File: src/rtl/multicycle_ctrl.sv
// rtl/multicycle_ctrl.sv - multi-cycle MIPS control sequencer with memory-wait timeout
//
// Ports:
//   clk, rst_n        clock; asynchronous active-low reset
//   op_code[5:0]      IR[31:26], sampled in DECODE, MEMADR and IEXEC only
//   mem_ready         memory finished the current read/write this cycle
//   PCWrite .. ALUSrcA  1-bit datapath enables/selects
//   RegDst, MemtoReg, ALUSrcB, ALUOp, PCSource  2-bit mux selects
//   state[3:0]        current state code (debug)
//   mem_err           sticky memory-timeout flag
//   trap              illegal-opcode flag
// Build option: define MC_TRAP_EN to trap illegal opcodes in a terminal TRAP
// state; otherwise they retire as a 2-cycle NOP.
module multicycle_ctrl #(
    parameter int unsigned TIMEOUT_CYCLES = 16
) (
    input  logic       clk,
    input  logic       rst_n,
    input  logic [5:0] op_code,
    input  logic       mem_ready,
    output logic       PCWrite,
    output logic       PCWriteCond,
    output logic       IorD,
    output logic       MemRead,
    output logic       MemWrite,
    output logic       IRWrite,
    output logic       RegWrite,
    output logic       ALUSrcA,
    output logic [1:0] RegDst,
    output logic [1:0] MemtoReg,
    output logic [1:0] ALUSrcB,
    output logic [1:0] ALUOp,
    output logic [1:0] PCSource,
    output logic [3:0] state,
    output logic       mem_err,
    output logic       trap
);
    typedef enum logic [3:0] {
        S_FETCH  = 4'd0,
        S_DECODE = 4'd1,
        S_MEMADR = 4'd2,
        S_MEMRD  = 4'd3,
        S_MEMWB  = 4'd4,
        S_MEMWR  = 4'd5,
        S_EXEC   = 4'd6,
        S_RWB    = 4'd7,
        S_BRANCH = 4'd8,
        S_JUMP   = 4'd9,
        S_IEXEC  = 4'd10,
        S_IWB    = 4'd11,
`ifdef MC_TRAP_EN
        S_JAL    = 4'd12,
        S_TRAP   = 4'd13
`else
        S_JAL    = 4'd12
`endif
    } state_t;

    typedef struct packed {
        logic       pc_write;
        logic       pc_write_cond;
        logic       i_or_d;
        logic       mem_read;
        logic       mem_write;
        logic       ir_write;
        logic       reg_write;
        logic       alu_src_a;
        logic [1:0] reg_dst;
        logic [1:0] mem_to_reg;
        logic [1:0] alu_src_b;
        logic [1:0] alu_op;
        logic [1:0] pc_source;
    } ctrl_t;

    localparam logic [7:0] WAIT_LAST = 8'(TIMEOUT_CYCLES - 1);

    state_t     cur_state, nxt_state;
    ctrl_t      ctl;
    logic [7:0] wait_cnt;
    logic       err_q;
    logic       in_wait;
    logic       timeout;

    assign in_wait = (cur_state == S_FETCH) || (cur_state == S_MEMRD) || (cur_state == S_MEMWR);
    // A late mem_ready on the final allowed cycle still wins over the timeout.
    assign timeout = in_wait && !mem_ready && (wait_cnt == WAIT_LAST);

    always_ff @(posedge clk or negedge rst_n) begin
        if (!rst_n) begin
            cur_state <= S_FETCH;
            wait_cnt  <= 8'd0;
            err_q     <= 1'b0;
        end else begin
            cur_state <= nxt_state;
            if (timeout) begin
                err_q    <= 1'b1;
                wait_cnt <= 8'd0;
            end else if (in_wait && !mem_ready) begin
                wait_cnt <= wait_cnt + 8'd1;
            end else begin
                wait_cnt <= 8'd0;
            end
        end
    end

    always_comb begin
        nxt_state = cur_state;
        ctl       = '0;
        case (cur_state)
            S_FETCH: begin
                ctl.mem_read  = 1'b1;
                ctl.alu_src_b = 2'b01;
                ctl.ir_write  = mem_ready;
                ctl.pc_write  = mem_ready;
                if (mem_ready)    nxt_state = S_DECODE;
                else if (timeout) nxt_state = S_FETCH;
            end
            S_DECODE: begin
                ctl.alu_src_b = 2'b11;
                case (op_code)
                    6'h00:        nxt_state = S_EXEC;
                    6'h23, 6'h2B: nxt_state = S_MEMADR;
                    6'h04:        nxt_state = S_BRANCH;
                    6'h02:        nxt_state = S_JUMP;
                    6'h08, 6'h0C: nxt_state = S_IEXEC;
                    6'h03:        nxt_state = S_JAL;
`ifdef MC_TRAP_EN
                    default:      nxt_state = S_TRAP;
`else
                    default:      nxt_state = S_FETCH;
`endif
                endcase
            end
            S_MEMADR: begin
                ctl.alu_src_a = 1'b1;
                ctl.alu_src_b = 2'b10;
                nxt_state = (op_code == 6'h23) ? S_MEMRD : S_MEMWR;
            end
            S_MEMRD: begin
                ctl.i_or_d   = 1'b1;
                ctl.mem_read = 1'b1;
                if (mem_ready)    nxt_state = S_MEMWB;
                else if (timeout) nxt_state = S_FETCH;
            end
            S_MEMWB: begin
                ctl.mem_to_reg = 2'b01;
                ctl.reg_write  = 1'b1;
                nxt_state = S_FETCH;
            end
            S_MEMWR: begin
                ctl.i_or_d    = 1'b1;
                ctl.mem_write = 1'b1;
                if (mem_ready || timeout) nxt_state = S_FETCH;
            end
            S_EXEC: begin
                ctl.alu_src_a = 1'b1;
                ctl.alu_op    = 2'b10;
                nxt_state = S_RWB;
            end
            S_RWB: begin
                ctl.reg_dst   = 2'b01;
                ctl.reg_write = 1'b1;
                nxt_state = S_FETCH;
            end
            S_IEXEC: begin
                ctl.alu_src_a = 1'b1;
                ctl.alu_src_b = 2'b10;
                ctl.alu_op    = (op_code == 6'h0C) ? 2'b11 : 2'b00;
                nxt_state = S_IWB;
            end
            S_IWB: begin
                ctl.reg_write = 1'b1;
                nxt_state = S_FETCH;
            end
            S_BRANCH: begin
                ctl.alu_src_a     = 1'b1;
                ctl.alu_op        = 2'b01;
                ctl.pc_write_cond = 1'b1;
                ctl.pc_source     = 2'b01;
                nxt_state = S_FETCH;
            end
            S_JUMP: begin
                ctl.pc_write  = 1'b1;
                ctl.pc_source = 2'b10;
                nxt_state = S_FETCH;
            end
            S_JAL: begin
                ctl.pc_write   = 1'b1;
                ctl.pc_source  = 2'b10;
                ctl.reg_write  = 1'b1;
                ctl.reg_dst    = 2'b10;
                ctl.mem_to_reg = 2'b10;
                nxt_state = S_FETCH;
            end
`ifdef MC_TRAP_EN
            S_TRAP: nxt_state = S_TRAP;
`endif
            default: nxt_state = S_FETCH;
        endcase
    end

    // Controls are held low for the whole time reset is asserted.
    assign {PCWrite, PCWriteCond, IorD, MemRead, MemWrite, IRWrite, RegWrite, ALUSrcA,
            RegDst, MemtoReg, ALUSrcB, ALUOp, PCSource} = rst_n ? ctl : '0;

    assign state   = cur_state;
    assign mem_err = err_q;
`ifdef MC_TRAP_EN
    assign trap = (cur_state == S_TRAP);
`else
    assign trap = 1'b0;
`endif
endmodule

File: config.mk
export PLATFORM = sky130hd
export DESIGN_NAME = multicycle_ctrl
export DESIGN_NICKNAME = d
export VERILOG_FILES = /design/src/rtl/multicycle_ctrl.sv
export SDC_FILE = /design/constraint.sdc
export NUM_CORES = 1
export LEC_CHECK = 0
export ABC_AREA = 1
export CAP_MARGIN = 10
export CORE_UTILIZATION = 46
export CTS_BUF_LIST = sky130_fd_sc_hd__clkbuf_8
export DETAILED_ROUTE_END_ITERATION = 8
export PLACE_DENSITY = 0.81
export SETUP_SLACK_MARGIN = 0.2
export SLEW_MARGIN = 30
export SYNTH_ARGS = -nofsm -noshare
export SYNTH_HDL_FRONTEND = slang
export SYNTH_SLANG_ARGS = --single-unit
File: constraint.sdc
create_clock -name clk -period 1.9 [get_ports clk]
set_clock_uncertainty 0.1 [all_clocks]
set_input_delay 0.38 -clock clk [delete_from_list [all_inputs] [get_ports clk]]
set_output_delay 0.38 -clock clk [all_outputs]
set_load 0.02 [all_outputs]
==> results.sh, run 1 <==
export IMPL_status="aborted with a tool error"
export IMPL_lastStage="5_1_grt"
export IMPL_tool_error="[ERROR DPL-0038] Utilization greater than 100%, impossible to legalize"
export IMPL_htree_levels=1
export IMPL_crit_endpoint="ALUOp[0]"
export IMPL_synth_edff_count=0
export IMPL_place_inst=233
export IMPL_grt_max_degree=14
export IMPL_async_reset_ff_share_pct=100
export IMPL_yosysWarningCount=0
export IMPL_synth_nets=156
export IMPL_numCtsBuffers=3
export IMPL_cts_sinks=13
export IMPL_yosysUniqueCellTypes=26
export IMPL_yosysTopAreaCell="dfrtp_1"
export IMPL_yosys_area_top_type_share_pct=33.8
export IMPL_row_count=16
export IMPL_io_buffers=31
export IMPL_die_y_um=47.8
export IMPL_hpwl_mm=2.41
export IMPL_synthTopCellsByArea="dfrtp_1 (34%), nor2_1 (12%), nand2_1 (9.0%)"
export IMPL_routabilityCongestion=0.898
export IMPL_worst_ep_kind="output port"
export IMPL_cts_root_buf="clkbuf_8"
export IMPL_ys_ff_latch=13
export IMPL_hold_buffers=0
export IMPL_ios=33
export IMPL_syn_instance_count=146
export IMPL_fp_dieW_um=47.8
export IMPL_ys_seq_area_share_pct=33.8
export IMPL_synth_area_um2=963
export IMPL_clock_path_buffers=2
export IMPL_synth_avg_cell_area_um2=6.60
export IMPL_synth_main_ff_cell="dfrtp_1"
export IMPL_initial_core_util_pct=49.1
-- repair_timing --
item / CTS
gates resized for setup: 144
cloned: 1
buffers inserted: 3
hold endpoints to repair: 0
endpoints found under the setup margin: 23
pin swaps: 18
-- per-stage QoR --
step	setup WS, ns	TNS (ns)	cell area, um2
after global placement	-0.596	-7.43	1600
after CTS	-0.0137	-0.0418	1780
after detailed placement	-0.682	-7.93	1600
after floorplan	0.152	0	1020
-- Yosys cell counts, types with 2 or more instances --
cell type	n
nand2_2	2
a21oi_1	10
nor2_2	2
xor2_1	4
nand4_1	3
nor3_1	6
nand2_1	23
dfrtp_1	13
inv_1	20
nor2_1	31
a31oi_1	2
buf_4	3
nand3_1	14
-- cell families after synthesis --
group	after synthesis	synth area share [%]
AOI/OAI and AO/OA	14	7.79
and+or+nand+nor	87	41.3
DFF	13	33.8
xor gates and xnor gates	5	4.55
adders and majority gates	1	1.30
other	1	0.389
buffers and inverters	25	10.9
==> inputs of run 2 (changes only) <==
CORE_AREA = 2 2 63 65   (was default)
CORE_UTILIZATION = default   (was 46)
CTS_BUF_LIST = default   (was sky130_fd_sc_hd__clkbuf_8)
DIE_AREA = 0 0 65 67   (was default)
PLACE_DENSITY = default   (was 0.81)
PLACE_DENSITY_LB_ADDON = 0.15   (was default)
SETUP_SLACK_MARGIN = default   (was 0.2)
==> run 2 against run 1 <==
  * The flow now finishes without violations
  * Area after synthesis stayed put
  * Synthesized cell count stayed put
==> results.sh, run 2 <==
export IMPL_layout_commonest_cell="buf_4"
export IMPL_fin_crit_sh_pct=99.9
export IMPL_routed_via_density=4.42
export IMPL_drtIter0Drc=47
export IMPL_ys_ff_latch=13
export IMPL_crit_path_start="state[3]"
export IMPL_pre_cts_ws_ns=-0.637
export IMPL_worstSetupPathType="flop to output pin"
export IMPL_largest_register="wait_cnt"
export IMPL_tns_ns=0
export IMPL_status="finished clean"
export IMPL_ys_seq_area_share_pct=33.8
export IMPL_ir_worst_vdd_mv=0.540
export IMPL_slowest_stage="dfrtp_2"
export IMPL_grt_max_degree=14
export IMPL_r2r_end="mem_err"
export IMPL_clkTransAtPathRegs_ns=0.05
export IMPL_power_frac_comb_pct=42.3
export IMPL_antenna_found_initial=0
export IMPL_cts_root_buf="clkbuf_8"
export IMPL_highest_layer="met4"
export IMPL_clock_power_share_pct=24.6
export IMPL_final_cell_mix="buf_4 (46), nor2_1 (23), nand2_1 (20), inv_1 (13), nand3_1 (13)"
export IMPL_hold_viol_final=0
export IMPL_yosysTopAreaCell="dfrtp_1"
export IMPL_postPlaceCellArea_mm2=0.00157
export IMPL_fp_dieW_um=65
export IMPL_critPathBufInv=3
export IMPL_fin_area_mm2=0.00171
export IMPL_crit_chain="inv_2, nor2_2, buf_4, nand4_1, a21oi_1, buf_4"
export IMPL_initial_core_util_pct=26.7
export IMPL_num_antenna_cells=0
export IMPL_synthTopCellsByCount="nor2_1 (31), nand2_1 (23), inv_1 (20)"
export IMPL_largest_register_ffs=8
export IMPL_multiInputGateArea_um2=641
export IMPL_drc=0
export IMPL_hpwl_mm=2.28
export IMPL_wl_met1_mm=1.22
export IMPL_area_delta_synth_final_pct=77.8
export IMPL_wirelength_mm=2.97
export IMPL_path_common_cell="buf_4"
export IMPL_grt_first_pass_wirelength_mm=4.89
export IMPL_io_buffers=31
export IMPL_yosys_area_top_type_share_pct=33.8
export IMPL_synth_avg_cell_area_um2=6.60
export IMPL_met3_length_um=141
export IMPL_routabilityCongestion=0.903
export IMPL_p_switching_uw=339
export IMPL_worstReg2RegStart="state[0]"
export IMPL_crit_fanout=4
export IMPL_slew_violations=0
export IMPL_seqCellArea_um2=330
export IMPL_slowest_delay_ns=0.44
export IMPL_sequentialPowerShare_pct=33.1
export IMPL_detail_route_antenna_nets=0
export IMPL_grt_pass1_vias=1180
export IMPL_wl_met2_mm=1.57
export IMPL_fill_cells=383
export IMPL_synth_edff_count=0
export IMPL_r2r_cells=9
export IMPL_internal_power_uw=641
export IMPL_crit_path_end="ALUOp[0]"
export IMPL_pwr_density_cell_mw_per_mm2=572
export IMPL_clock_path_buffers=2
export IMPL_final_util_pct=47.5
export IMPL_firstDrtPassIters=4
export IMPL_ff2ff_setup_slack_ns=0.12
export IMPL_synth_area_um2=963
export IMPL_cp_depth=6
export IMPL_core_mm2=0.00361
export IMPL_leakage_uw=0.000924
export IMPL_crit_required_ns=1.42
export IMPL_numCtsBuffers=3
export IMPL_switching_share_pct=34.6
export IMPL_rsz0062_at_grt="true"
export IMPL_synth_main_ff_cell="dfrtp_1"
export IMPL_synthMostInstantiatedCell="nor2_1"
export IMPL_via_count=1162
export IMPL_yosysWarningCount=0
export IMPL_yosysUniqueCellTypes=26
export IMPL_cts_tree="yes"
export IMPL_grt_usage_pct=14.2
export IMPL_cts_sinks=13
export IMPL_nNetsFinal=226
export IMPL_dieArea_mm2=0.00436
export IMPL_die_y_um=67
export IMPL_layout_setup_ws_ns=0.000961
export IMPL_crit_family="flip-flops"
export IMPL_clkLatencyLatePin_ns=0.24
export IMPL_htree_levels=1
export IMPL_end_kind="output pin"
export IMPL_layout_drive_gt1_share_pct=47.0
export IMPL_row_count=22
export IMPL_report_final_setup_viol=0
export IMPL_maxCapViolCount=0
export IMPL_syn_instance_count=146
export IMPL_synth_nets=156
export IMPL_cp_start_kind="flop"
export IMPL_hold_class="input port to async pin"
export IMPL_grt_overflow=0
export IMPL_min_period_ns=1.90
export IMPL_synthTopCellsByArea="dfrtp_1 (34%), nor2_1 (12%), nand2_1 (9.0%)"
export IMPL_fmax_mhz=527
export IMPL_ios=33
export IMPL_wl_per_cell_um=11.3
export IMPL_async_reset_ff_share_pct=100
export IMPL_cp_arrival_ns=1.42
-- run 2: cell counts after synthesis --
Identical to the previous run, type by type.
-- run 2: worst min-delay path by stage --
stage | startpoint | end | slack, ns | depth (start not counted)
floorplan | rst_n | mem_err | -0.02 | 0
global placement | wait_cnt[0] | wait_cnt[0] | 0.34 | 1
detailed placement | wait_cnt[0] | wait_cnt[0] | 0.35 | 1
CTS | rst_n | wait_cnt[3] | 0.14 | 2
global route | rst_n | wait_cnt[3] | 0.15 | 2
finish | rst_n | wait_cnt[3] | 0.14 | 2
-- run 2: cell type report --
type	instances	area share (%)
Clock buffer	4	2.63
Inverter	21	4.60
Multi-Input combinational cell	108	37.4
Sequential cell	13	19.3
Tap cell	48	3.51
Timing Repair Buffer	69	32.6
-- run 2: power by group through the flow --
| stage | Combinational [uW] | Clock [uW] | Sequential, uW |
|---|---|---|---|
| after CTS | 373 | 251 | 318 |
| final | 415 | 241 | 325 |
| after detailed placement | 373 | 0 | 318 |
| after global routing | 453 | 266 | 328 |
| after global placement | 368 | 0 | 317 |
| after floorplan | 155 | 0 | 326 |
-- run 2: logic make-up (layout without fill, tap and decap cells) --
kind of cell             count (synthesis)  in the layout  share of synthesized area, %
AO/OA/AOI/OAI                           14             14                          7.79
other                                    1              1                         0.389
adder cells (fa/ha/maj)                  1              1                          1.30
buffers and inverters                   25             94                          10.9
flip-flops                              13             13                          33.8
XOR/XNOR                                 5              5                          4.55
AND/OR/NAND/NOR                         87             87                          41.3
-- run 2: per-stage QoR --
step	cells	hold slack, ns	total power (uW)
3_3_place_gp	256	0.343	685
6_report	263	0.143	980
5_1_grt	263	0.153	1050
4_1_cts	263	0.142	942
3_5_place_dp	256	0.354	691
2_1_floorplan	146	-0.0156	481
-- run 2: worst register-to-register path: cells and delay by family (launching register included) --
kind / cells / cell delay, ns
AND/OR/NAND/NOR: 5 / 0.70
buffers and inverters: 4 / 0.39
flip-flops: 1 / 0.47
-- run 2: repair_timing --
item	CTS	global route
endpoints found under the setup margin	18	19
buffers inserted	3	0
hold buffers	0	0
cloned	0	0
resized for setup	106	39
pin swaps	5	5
-- run 2: layer usage --
| metal | global-route usage [%] | up-vias |
|---|---|---|
| met5 | 0 | - |
| met4 | 4.79 | 0 |
| met3 | 3.55 | 4 |
| met2 | 26.8 | 27 |
| met1 | 15.4 | 534 |
| li1 | - | 597 |
Note: power is estimated with default switching activity, not from simulation.
==> inputs of run 3 (changes only) <==
CTS_BUF_LIST = sky130_fd_sc_hd__clkbuf_16   (was default)
==> run 3 against run 2 <==
  * Clock-buffer cell count down 1
  * Flip-flop and latch count stayed put
  * Combinational power grew 2%
  * Largest power group unchanged
  * Non-clock buffer count is 3 higher
  * Utilization is 0.69 points higher
  * Critical path depth is 1 lower
  * Sequential power about the same
  * Global-route usage is 0.25 points lower
  * Via count is 1.8% higher
  * The flow now finishes with violations (setup timing)
  * Total power up 16%
  * Highest routed layer unchanged
  * Sequential share of layout area fell by 0.28 points
==> results.sh, run 3 (synthesis gave the netlist of run 2 again) <==
export IMPL_status="finished with violations"
export IMPL_violations="setup timing"
export IMPL_crit_required_ns=1.42
export IMPL_wirelength_mm=3.03
export IMPL_wl_met1_mm=1.26
export IMPL_dieArea_mm2=0.00436
export IMPL_routed_via_density=4.45
export IMPL_crit_fanout=4
export IMPL_clkLatencyLatePin_ns=0.24
export IMPL_grt_first_pass_wirelength_mm=4.79
export IMPL_met3_length_um=155
export IMPL_detail_route_antenna_nets=0
export IMPL_highest_layer="met4"
export IMPL_hold_viol_final=0
export IMPL_fp_dieW_um=65
export IMPL_ir_worst_vdd_mv=0.393
export IMPL_cp_start_kind="flop"
export IMPL_worstSetupPathType="flop to output pin"
export IMPL_worstReg2RegStart="state[0]"
export IMPL_final_util_pct=48.2
export IMPL_core_mm2=0.00361
export IMPL_layout_setup_ws_ns=-0.0202
export IMPL_drtIter0Drc=30
export IMPL_fin_crit_sh_pct=101
export IMPL_grt_overflow=0
export IMPL_wl_met2_mm=1.56
export IMPL_r2r_cells=9
export IMPL_slew_violations=0
export IMPL_row_count=22
export IMPL_layout_commonest_cell="buf_4"
export IMPL_layout_drive_gt1_share_pct=47.2
export IMPL_fill_cells=384
export IMPL_firstDrtPassIters=4
export IMPL_pwr_density_cell_mw_per_mm2=654
export IMPL_clock_path_buffers=2
export IMPL_drc=0
export IMPL_io_buffers=31
export IMPL_largest_register="wait_cnt"
export IMPL_grt_usage_pct=14.0
export IMPL_min_period_ns=1.92
export IMPL_cts_root_buf="clkbuf_16"
export IMPL_ff2ff_setup_slack_ns=0.12
export IMPL_hold_class="input port to async pin"
export IMPL_clkTransAtPathRegs_ns=0.04
export IMPL_cts_sinks=13
export IMPL_pre_cts_ws_ns=-0.637
export IMPL_wl_per_cell_um=11.4
export IMPL_antenna_found_initial=0
export IMPL_routabilityCongestion=0.903
export IMPL_numCtsBuffers=3
export IMPL_cts_tree="yes"
export IMPL_hold_worst_slack_ns=0.143
export IMPL_initial_core_util_pct=26.7
export IMPL_maxCapViolCount=0
export IMPL_hold_buffers=0
export IMPL_grt_pass1_vias=1168
export IMPL_area_delta_synth_final_pct=80.4
export IMPL_tns_ns=-0.0356
export IMPL_die_y_um=67
export IMPL_final_cell_mix="buf_4 (46), nor2_1 (23), nand2_1 (20), inv_1 (14), nand3_1 (14)"
export IMPL_end_kind="output pin"
export IMPL_hpwl_mm=2.28
export IMPL_report_final_setup_viol=3
export IMPL_grt_max_degree=14
export IMPL_nNetsFinal=229
export IMPL_r2r_end="mem_err"
export IMPL_largest_register_ffs=8
export IMPL_fmax_mhz=521
export IMPL_leakage_uw=0.000951
export IMPL_rsz0062_at_grt="true"
export IMPL_num_antenna_cells=0
export IMPL_htree_levels=1
export IMPL_via_count=1183
export IMPL_ios=33
export IMPL_cp_arrival_ns=1.44
## run 3: changes by cell type in the layout (fill, tap and decap cells not counted), sizes merged
cell,change
clkbuf,-1
inv,+1
buf,+3
## run 3: stage by stage
stage	area [um2]	total power (uW)	instances
global route	1740	1200	266
CTS	1610	1080	263
finish	1740	1140	266
global placement	1570	685	256
detailed placement	1570	691	256
floorplan	966	481	146
## run 3: final cells by class
cell class	count	area (um2)	share of cell area (%)
clock inverter	1	3.75	0.216
inverter	21	78.8	4.54
multi-input combinational	108	636	36.6
clock buffer	3	75.1	4.32
timing repair buffer	72	554	31.9
tap	48	60.1	3.46
sequential	13	330	19.0
## run 3: power by group
group,internal (uW),total [uW],switching (uW)
Combinational,203,424,222
Clock,277,388,111
Sequential,297,325,27.5
## run 3: worst max-delay path by stage
stage | cells past startpoint | end | slack [ns] | start
after floorplan | 4 | RegDst[1] | -0.12 | state[1]
after global placement | 7 | ALUOp[0] | -0.61 | op_code[0]
after detailed placement | 7 | ALUOp[1] | -0.64 | op_code[0]
after CTS | 6 | ALUSrcA | -0.03 | state[0]
after global routing | 5 | ALUSrcA | -0.09 | state[2]
final | 5 | PCWrite | -0.02 | state[2]
## run 3: worst max-delay path, cell delays in order, from the launching register on
cell,delay (ns)
dfrtp_2,0.45
nor2_4,0.14
buf_4,0.14
nand3_1,0.15
a21oi_2,0.16
buf_4,0.15
## run 3: metal layers
layer	track usage, %	up-vias
met3	3.38	6
met4	6.12	0
li1	-	605
met1	15.7	543
met5	0	-
met2	25.1	29
## run 3: repair_timing
item / CTS / global route
cloned: 0 / 0
buffers inserted: 3 / 3
pin swaps: 4 / 10
gates resized for setup: 95 / 40
setup endpoints to repair: 18 / 17
==> variant: new RTL, flow settings as in run 2 <==
Build with the macro `MC_TRAP_EN` defined.
--- a/src/rtl/multicycle_ctrl.sv
+++ b/src/rtl/multicycle_ctrl.sv
@@ -11,6 +11,8 @@
 //   trap              illegal-opcode flag
 // Build option: define MC_TRAP_EN to trap illegal opcodes in a terminal TRAP
 // state; otherwise they retire as a 2-cycle NOP.
+`define MC_TRAP_EN
+
 module multicycle_ctrl #(
     parameter int unsigned TIMEOUT_CYCLES = 16
 ) (
Check against the original RTL: not equivalent (Yosys sat finds a counterexample within 4 cycles, from zero or initial values and one cycle with rst_n low).
==> variant against run 2 <==
  * The run now ends with setup timing left
  * Setup slack got worse by 0.053 ns
  * Synthesized cell count rose by 8.9%
  * Design area is 3.7% higher
  * Non-clock buffer count increased by 1
  * Sequential cell count did not move
  * Routed wire length down 1.0%
  * Hold slack better by 0.039 ns
  * Area after synthesis grew 7.1%
  * Critical endpoint unchanged
Power is not compared: it rests on default switching activity, and its combinational part moved more than twofold at a synthesized area within 25%.
==> variant: results (changes against run 2) <==
GRT:
- The global-route total usage across every layer is 13.99% (was 14.24%).
- The largest net degree at the start of global routing is 15 (was 14).
- The global-route wire length before repair was 4.843 mm (was 4.892 mm).

Route:
- The total via count after detailed routing was 1234 (was 1162).
- The count of routing violations after the opening detailed-route iteration is 48 (was 47).
- The per-cell via count in the routed design is 4.439 (was 4.418).

Worst setup path:
- The worst path arrival time is 1.47 ns (was 1.42 ns).
- The critical path's top delay family is simple AND/OR/NAND/NOR gates (was flip-flops).
- The worst reg2reg path startpoint is state[3] (was state[0]).
- The end of the worst register-to-register path is wait_cnt[4] (was mem_err).
- The standard cell with the maximum stage delay on the critical path is sky130_fd_sc_hd__dfrtp_1 (was sky130_fd_sc_hd__dfrtp_2).

Final layout:
- The number of filler cells placed in the layout was 369 (was 383).
- The utilization after layout is 49.27% (was 47.50%).

Placement:
- The post-placement cell count is 270 (was 256).
- The routability congestion estimate from global placement came to 0.8106 (was 0.9033).
- The count of port buffers added during placement is 32 (was 31).
- The worst-case setup slack after placement is -0.5896 ns (was -0.6374 ns).
- The instance area after placement is 1662 um2 (was 1573 um2).

Synth:
- The number of instances in the synthesized netlist is 159 (was 146).
- The total nets after synthesis is 169 (was 156).

Run status:
- Run status: finished with violations (was completed).
- The checks that failed: setup timing.

STA:
- The total of endpoints with negative setup slack in the final report is 5 (was 0).
- The worst hold slack is 0.1821 ns (was 0.1435 ns).
- The setup slack after layout was -0.05162 ns (was 0.0009606 ns).
==> variant: power breakdown <==
part / internal [mW] / switching (mW)
logic: 0.549 / 0.598
registers: 0.327 / 0.0559
clock network: 0.148 / 0.0916
total: 1.02 / 0.745
==> variant: worst max-delay path by stage <==
stage	from	cells after the start	endpoint	slack, ns
3_3_place_gp	op_code[1]	7	ALUOp[0]	-0.58
4_1_cts	state[1]	9	ALUOp[1]	-0.06
2_1_floorplan	state[3]	5	ALUSrcB[1]	-0.06
3_5_place_dp	op_code[1]	7	ALUOp[1]	-0.59
6_report	state[1]	9	ALUOp[0]	-0.05
5_1_grt	state[1]	9	ALUOp[0]	-0.14
==> variant: cell type report <==
class,instances,area share (%)
timing repair buffer,70,32.11
clock buffer,4,2.535
tap,48,3.380
inverter,22,4.789
sequential,13,18.52
multi-input combinational,121,38.66
==> variant: repair_timing <==
item | 4_1_cts | 5_1_grt
pin swaps | 10 | 7
resized for setup | 113 | 26
cloned | 0 | 0
endpoints found under the setup margin | 21 | 18
setup buffers | 3 | 1
==> variant: layer usage <==
| layer | vias to the layer above | track usage (%) | share of wire [%] |
|---|---|---|---|
| met3 | 2 | 2.027 | 2.7 |
| li1 | 651 | - | - |
| met1 | 562 | 16.87 | 45 |
| met4 | 0 | 3.457 | 0.75 |
| met2 | 19 | 25.90 | 51 |
| met5 | - | 0 | 0 |
==> variant: logic make-up after synthesis <==
logic type               share of synthesized area (%)
AND/OR/NAND/NOR                                  44.24
adder cells (fa/ha/maj)                          1.212
AO/OA/AOI/OAI                                    8.970
flip-flops                                       31.51
XOR/XNOR                                         4.242
buffers and inverters                            9.817
